### src/rtl/regfile_port_arb_pkg.sv
// Shared widths, the r0 address and the request bundle type for the register-file port arbiter.
package regfile_arb_pkg;

  localparam int unsigned ADDR_W = 5;
  localparam int unsigned DATA_W = 32;
  localparam logic [ADDR_W-1:0] REG_ZERO = 5'd0;

  typedef struct packed {
    logic              we;
    logic [ADDR_W-1:0] addr_a;
    logic [ADDR_W-1:0] addr_b;
    logic [DATA_W-1:0] wdata;
  } req_t;

endpackage

### src/rtl/regfile_port_arb_rr_arb2.sv
// Two-way arbiter. It is round-robin on the last granted requester, or fixed
// priority to requester 0 when FIXED_PRIO is set.
module rr_arb2 #(
  parameter bit FIXED_PRIO = 1'b0
) (
  input  logic       clk,
  input  logic       rst,
  input  logic [1:0] elig,
  output logic [1:0] grant
);

  logic last;

  // A lone eligible requester wins. A tie goes to the requester that was not granted last.
  always_comb begin
    grant = elig;
    if (&elig) begin
      grant = (FIXED_PRIO || last) ? 2'b01 : 2'b10;
    end
  end

  // Remember who was granted most recently. After reset requester 0 wins the first tie.
  always_ff @(posedge clk or posedge rst) begin
    if (rst) begin
      last <= 1'b1;
    end else if (|grant) begin
      last <= grant[1];
    end
  end

endmodule

### src/rtl/regfile_port_arb.sv
// Arbiter that lets two valid/ready requesters share the single write port and
// the two read ports of the 32x32 register file. Each requester gets a one-deep
// registered read-response slot.
module regfile_port_arb #(
  parameter bit          FIXED_PRIO = 1'b0,
  parameter int unsigned DATA_W     = regfile_arb_pkg::DATA_W,
  parameter int unsigned ADDR_W     = regfile_arb_pkg::ADDR_W
) (
  input  logic              clk,
  input  logic              rst,
  input  logic              req0_valid,
  output logic              req0_ready,
  input  logic              req0_we,
  input  logic [ADDR_W-1:0] req0_addr_a,
  input  logic [ADDR_W-1:0] req0_addr_b,
  input  logic [DATA_W-1:0] req0_wdata,
  input  logic              req1_valid,
  output logic              req1_ready,
  input  logic              req1_we,
  input  logic [ADDR_W-1:0] req1_addr_a,
  input  logic [ADDR_W-1:0] req1_addr_b,
  input  logic [DATA_W-1:0] req1_wdata,
  output logic              rsp0_valid,
  input  logic              rsp0_ready,
  output logic [DATA_W-1:0] rsp0_data_a,
  output logic [DATA_W-1:0] rsp0_data_b,
  output logic              rsp1_valid,
  input  logic              rsp1_ready,
  output logic [DATA_W-1:0] rsp1_data_a,
  output logic [DATA_W-1:0] rsp1_data_b,
  output logic [ADDR_W-1:0] rf_addr_a,
  output logic [ADDR_W-1:0] rf_addr_b,
  output logic [ADDR_W-1:0] rf_waddr,
  output logic [DATA_W-1:0] rf_wdata,
  output logic              rf_we,
  input  logic [DATA_W-1:0] rf_rdata_a,
  input  logic [DATA_W-1:0] rf_rdata_b
);

  import regfile_arb_pkg::*;

  req_t              req [2];
  req_t              sel_req;
  logic              rsp_ready [2];
  logic              rsp_valid [2];
  logic [DATA_W-1:0] rsp_a [2];
  logic [DATA_W-1:0] rsp_b [2];
  logic [1:0]        elig;
  logic [1:0]        grant;

  assign req[0] = '{we: req0_we, addr_a: req0_addr_a, addr_b: req0_addr_b, wdata: req0_wdata};
  assign req[1] = '{we: req1_we, addr_a: req1_addr_a, addr_b: req1_addr_b, wdata: req1_wdata};
  assign rsp_ready[0] = rsp0_ready;
  assign rsp_ready[1] = rsp1_ready;

  // Writes are always eligible. A read is eligible only if its slot is free or
  // drains this cycle. Nothing is eligible while in reset, so no write can reach the file.
  assign elig[0] = ~rst & req0_valid & (req0_we | ~rsp_valid[0] | rsp_ready[0]);
  assign elig[1] = ~rst & req1_valid & (req1_we | ~rsp_valid[1] | rsp_ready[1]);

  rr_arb2 #(.FIXED_PRIO(FIXED_PRIO)) u_arb (
    .clk   (clk),
    .rst   (rst),
    .elig  (elig),
    .grant (grant)
  );

  assign req0_ready = grant[0];
  assign req1_ready = grant[1];
  assign sel_req    = grant[1] ? req[1] : req[0];

  // Drive the register-file pins from the granted request. All pins idle at zero otherwise.
  always_comb begin
    rf_addr_a = '0;
    rf_addr_b = '0;
    rf_waddr  = '0;
    rf_wdata  = '0;
    rf_we     = 1'b0;
    if (|grant) begin
      if (sel_req.we) begin
        rf_waddr = sel_req.addr_a;
        rf_wdata = sel_req.wdata;
        rf_we    = (sel_req.addr_a != REG_ZERO);
      end else begin
        rf_addr_a = sel_req.addr_a;
        rf_addr_b = sel_req.addr_b;
      end
    end
  end

  for (genvar n = 0; n < 2; n++) begin : g_slot
    // Response slot. A new read fill takes precedence over a drain in the same cycle.
    always_ff @(posedge clk or posedge rst) begin
      if (rst) begin
        rsp_valid[n] <= 1'b0;
        rsp_a[n]     <= '0;
        rsp_b[n]     <= '0;
      end else if (grant[n] && !req[n].we) begin
        rsp_valid[n] <= 1'b1;
        rsp_a[n]     <= rf_rdata_a;
        rsp_b[n]     <= rf_rdata_b;
      end else if (rsp_valid[n] && rsp_ready[n]) begin
        rsp_valid[n] <= 1'b0;
      end
    end
  end

  assign rsp0_valid  = rsp_valid[0];
  assign rsp0_data_a = rsp_a[0];
  assign rsp0_data_b = rsp_b[0];
  assign rsp1_valid  = rsp_valid[1];
  assign rsp1_data_a = rsp_a[1];
  assign rsp1_data_b = rsp_b[1];

endmodule
### config.mk
export PLATFORM = sky130hd
export DESIGN_NAME = regfile_port_arb
export DESIGN_NICKNAME = d
export VERILOG_FILES = /design/src/rtl/regfile_port_arb_pkg.sv /design/src/rtl/regfile_port_arb_rr_arb2.sv /design/src/rtl/regfile_port_arb.sv
export SDC_FILE = /design/constraint.sdc
export NUM_CORES = 1
export LEC_CHECK = 0
export CAP_MARGIN = 25
export CORE_MARGIN = 3
export CORE_UTILIZATION = 30
export DETAILED_ROUTE_END_ITERATION = 8
export PLACE_DENSITY = 0.68
export SLEW_MARGIN = 20
export SYNTH_ARGS = -nofsm -noshare
export SYNTH_HDL_FRONTEND = slang
export SYNTH_SLANG_ARGS = --single-unit
### constraint.sdc
create_clock -name clk -period 6.6 [get_ports clk]
set_input_delay 0.99 -clock clk [delete_from_list [all_inputs] [get_ports clk]]
set_output_delay 0.99 -clock clk [all_outputs]
set_load 0.02 [all_outputs]
After elaboration in Yosys (flattened, before gate mapping)
Index checks and enable logic that the tools add are counted.
{"block": "word_totals", "output_inout_bits": 180, "word_cells": 46, "in_bits": 156, "reg_bits": 131}
{"block": "op_classes", "n_reduce_logical": 11, "n_mux": 17, "bitwise_logic": 11}
{"cell": "$mux W32", "count": 2}
{"cell": "$mux W43", "count": 1}
{"cell": "$mux W5", "count": 6}
{"cell": "$mux W1", "count": 6}
{"cell": "$reduce_bool A5 Y1", "count": 1}
{"cell": "$and A1 B1 Y1", "count": 4}
{"cell": "$logic_and A1 B1 Y1", "count": 4}
{"cell": "$mux W2", "count": 2}
{"cell": "$or A1 B1 Y1", "count": 4}
{"cell": "$reduce_bool A2 Y1", "count": 2}
{"cell": "$not A1 Y1", "count": 3}
{"cell": "$logic_not A1 Y1", "count": 2}
{"cell": "$reduce_and A2 Y1", "count": 1}
{"cell": "$reduce_or A2 Y1", "count": 1}

Logic depth before layout (Yosys ltp)
{"block": "logic_depth", "ltp_word": 10, "depth_mapped": 7, "mapped_depth_nobuf": 5}

By module
Synthesis repeated with hierarchy kept, for this count alone.
{"block": "unflattened", "cells_unflattened": 531, "area_unflattened_um2": 5688.0}
{"mod": "regfile_port_arb", "instances": 1, "area_each_um2": 5630.4, "cells_per_inst": 524}
{"mod": "rr_arb2", "instances": 1, "area_each_um2": 57.6, "cells_per_inst": 7}

Worst setup path after synthesis
Ideal clock, no wire load.
{"block": "synth_path", "path_kind": "input to output", "start": "input rsp0_ready", "end": "output rf_we", "arrival_time_ps": 2656, "setup_slack_ps": 2954, "stages": 5, "path_buffers": 1, "path_cell_list": "or3b_1 -> a311o_1 -> o2bb2ai_1 -> buf_2 -> nor3_1"}
{"block": "synth_via", "elab_chain_len": 8, "word_cells_on_any_way": 9, "classes_between": "mux: 4; bitwise: 2; reduce/logical: 3"}
{"element": "start: declaration", "line": "regfile_port_arb.sv:24", "text": "input logic rsp0_ready,"}
{"element": "$or A1 B1 Y1 *", "line": "regfile_port_arb.sv:58", "text": "assign elig[0] = ~rst & req0_valid & (req0_we | ~rsp_valid[0] | rsp_ready[0]);"}
{"element": "$and A1 B1 Y1 *", "line": "regfile_port_arb.sv:58"}
{"element": "$reduce_and A2 Y1", "line": "regfile_port_arb_rr_arb2.sv:17", "text": "if (&elig) begin"}
{"element": "$mux W2 *", "line": "regfile_port_arb_rr_arb2.sv:17"}
{"element": "$mux W43", "line": "regfile_port_arb.sv:70", "text": "assign sel_req = grant[1] ? req[1] : req[0];"}
{"element": "$reduce_bool A5 Y1", "line": "regfile_port_arb.sv:83", "text": "rf_we = (sel_req.addr_a != REG_ZERO);"}
{"element": "$mux W1", "line": "regfile_port_arb.sv:80", "text": "if (sel_req.we) begin"}
{"element": "$mux W1 *", "line": "regfile_port_arb.sv:79", "text": "if (|grant) begin"}
{"element": "end: declaration", "line": "regfile_port_arb.sv:35", "text": "output logic rf_we,"}
Mark *: on every way between the ends. The rest lies on a longest branch, timed or not.

Worst setup path in the final report
{"block": "layout_path", "start": "input req0_we", "end": "output rf_wdata[28]"}
{"block": "layout_via", "elab_chain_len": 8, "word_cells_on_any_way": 9, "classes_between": "mux: 4; bitwise: 3; reduce/logical: 2"}
{"element": "start: declaration", "line": "regfile_port_arb.sv:13", "text": "input logic req0_we,"}
{"element": "$or A1 B1 Y1 (2 in a row)", "line": "regfile_port_arb.sv:58"}
{"element": "$and A1 B1 Y1", "line": "regfile_port_arb.sv:58"}
{"element": "$reduce_and A2 Y1", "line": "regfile_port_arb_rr_arb2.sv:17"}
{"element": "$mux W2", "line": "regfile_port_arb_rr_arb2.sv:17"}
{"element": "$mux W43", "line": "regfile_port_arb.sv:70"}
{"element": "$mux W32", "line": "regfile_port_arb.sv:80"}
{"element": "$mux W32 *", "line": "regfile_port_arb.sv:79"}
{"element": "end: declaration", "line": "regfile_port_arb.sv:34", "text": "output logic [DATA_W-1:0] rf_wdata,"}
Marked as above.

==> impl_metrics.env <==
export IMPL_worst_path_max_fanout=49
export IMPL_wirelength_microns=19400
export IMPL_grt_pass1_vias=5220
export IMPL_dieArea_sq_um=21200
export IMPL_start_util=0.309
export IMPL_worstMarginPinSlew_ps=894
export IMPL_dpl_instance_area_sq_um=9340
export IMPL_cts_setup_buffers=0
export IMPL_p_leak_nw=4.07
export IMPL_slew_viol_final=0
export IMPL_cp_start_kind="primary input"
export IMPL_vias_per_cell=4.63
export IMPL_rrSetupSlack_ps=4050
export IMPL_power_density_nw_per_um2=329
export IMPL_antenna_found_initial=1
export IMPL_rsz0062_at_grt="no"
export IMPL_postSynthCellCount=435
export IMPL_whs_path_depth=1
export IMPL_drt_wirelength_per_cell_microns=18.7
export IMPL_fin_crit_ps=5180
export IMPL_layout_commonest_cell="clkdlybuf4s50_1"
export IMPL_die_w_microns=145
export IMPL_status="completed"
export IMPL_syn_num_nets=591
export IMPL_cts_buffers=17
export IMPL_cp_arrival_ps=4190
export IMPL_peakVddDrop_uv=206
export IMPL_num_rows=50
export IMPL_num_fill_cells=1611
export IMPL_clk_path_buf_depth=2
export IMPL_post_route_period_util=0.785
export IMPL_portBuffers=335
export IMPL_r2r_start="rsp0_valid$_DFFE_PP0P_"
export IMPL_drive_gt1_frac=0.209
export IMPL_r2r_cells=6
export IMPL_crit_chain="clkdlybuf4s50_1 -> or3b_1 -> a311o_1 -> buf_4 -> inv_2 -> nand2_1 -> a21oi_1 -> clkdlybuf4s50_1"
export IMPL_track_usage=0.180
export IMPL_die_y_microns=145
export IMPL_fin_area_sq_um=9950
export IMPL_netlist_area_sq_um=5840
export IMPL_worst_path_largest_cell_delay_ps=670
export IMPL_cts_tree="done"
export IMPL_cpMaxStageDelayCell="clkdlybuf4s50_1"
export IMPL_fin_nets=923
export IMPL_area_growth_pct=70.5
export IMPL_timing_fmax_mhz=193
export IMPL_drtIter0Drc=129
export IMPL_min_to="rsp1_data_b[24]$_DFFE_PP0P_"
export IMPL_cp_common_cell="clkdlybuf4s50_1"
export IMPL_ys_ff_latch=131
export IMPL_io_pin_count=336
export IMPL_power_total_mw=3.28
export IMPL_crit_type="in -> out"
export IMPL_ys_seq_area_frac=0.562
export IMPL_setup_viol=0
export IMPL_ant_nets=0
export IMPL_most_common_layout_cells="335 x clkdlybuf4s50_1, 130 x dfrtp_1, 79 x mux2_2"
export IMPL_gp_congestion=0.878
export IMPL_yosysWarnings=0
export IMPL_grt_max_degree=71
export IMPL_first_pass_iters=5
export IMPL_grt_pass1_wl_microns=30400
export IMPL_crit_path_end_kind="primary output"
export IMPL_syn_avg_cell_area_sq_um=13.4
export IMPL_slew_headroom=0.404
export IMPL_core_sq_um=18900
export IMPL_hold_buffers=0
export IMPL_htree_levels=4
export IMPL_required_ps=5610
export IMPL_clock_latency_ps=410
export IMPL_post_cts_resized=0
export IMPL_hold_violations=0
export IMPL_worstHoldPathType="reg -> reg"
export IMPL_fin_setup_tns_ps=0
export IMPL_dpl_hpwl_microns=14500
export IMPL_drc=0
export IMPL_r2r_end="rsp1_data_b[20]$_DFFE_PP0P_"
export IMPL_cts_sinks=131
export IMPL_min_from="rsp1_data_b[24]$_DFFE_PP0P_"
export IMPL_clkTransAtPathRegs_ps=60
export IMPL_root_buffer="clkbuf_16"
export IMPL_fin_skew_ps=9.82
export IMPL_via_count=4822
export IMPL_overflow=0
export IMPL_synthDistinctLibCells=33
export IMPL_cap_violations=0
## layer usage
layer,global-route usage,vias to the layer above,part of all wire
met5,0,-,0
met4,0.0575,0,0.023
met3,0.0698,26,0.077
met2,0.338,224,0.54
met1,0.183,2382,0.36
li1,-,2190,-
## through the flow
step / setup WS (ps) / hold slack [ps] / cells / util
after global placement: 1430 / 466 / 1008 / 0.495
after CTS: 1370 / 497 / 1040 / 0.526
final: 1420 / 489 / 1041 / 0.527
after floorplan: 2110 / 508 / 435 / -
after global routing: 1240 / 511 / 1041 / 0.527
after detailed placement: 1370 / 474 / 1008 / 0.495
## worst max-delay path by stage
stage,start,end,cells after the start
finish,req0_we,rf_wdata[28],8
global route,req0_we,rf_wdata[28],8
CTS,req0_we,rf_wdata[28],8
detailed placement,req0_we,rf_wdata[28],8
global placement,req0_we,rf_wdata[28],8
floorplan,rst,rsp0_data_a[0]$_DFFE_PP0P_,1
## synthesized netlist by cell type
cell       number  area share
a21o_1          1      0.0013
a21oi_1        37       0.032
a311o_1         1      0.0017
a32o_1         10       0.017
buf_1           1     0.00064
buf_12          4       0.014
buf_2          13       0.011
buf_4           2      0.0026
buf_6           2      0.0039
buf_8           2      0.0051
clkbuf_1        4      0.0026
dfrtp_1       130        0.56
dfstp_2         1      0.0045
inv_1           1     0.00064
inv_2           1     0.00064
mux2_1          9       0.017
mux2_2         79        0.15
mux2_4         40        0.10
nand2_1        76       0.049
nand2b_1        2      0.0021
nand3b_1        1      0.0013
nor2_1          2      0.0013
nor2_4          1      0.0019
nor2b_1         2      0.0021
nor3_1          4      0.0034
nor3b_1         1      0.0013
o21ai_0         1     0.00086
o21ai_1         1     0.00086
o2bb2ai_1       1      0.0015
o311a_1         1      0.0017
or2_2           1      0.0011
or3b_1          1      0.0015
or4_1           2      0.0026
## kinds of logic after synthesis
group                  synth area share
AOI/OAI and AO/OA                0.0568
buffers and inverters            0.0409
DFF                               0.562
muxes                             0.273
and+or+nand+nor                  0.0675
## cell type report
cell class	instances	area (sq um)	area share
antenna	1	2.50	0.000252
tap	260	325	0.0327
inverter	2	10.0	0.00101
clock buffer	20	457	0.0459
multi-input combinational	274	2330	0.234
timing repair buffer	341	3400	0.342
clock inverter	12	145	0.0146
sequential	131	3280	0.330
## power by group
part           internal (mW)  total [mW]  switching, mW
combinational          0.650        1.20          0.548
clock                  0.585       0.956          0.370
sequential              1.01        1.12          0.113
## registers in the layout (all words and copies together) (netlist names)
register	flops
rsp0_data_a	32
rsp0_data_b	32
rsp1_data_a	32
rsp1_data_b	32
rsp0_valid	1
rsp1_valid	1
u_arb.last	1
## worst max-delay path, delay by kind of cell
kind                   cells  cell delay (ps)
buffers and inverters      4             2030
AOI/OAI and AO/OA          2              650
and+or+nand+nor            2              520
Power figures use the tool's default switching activity.
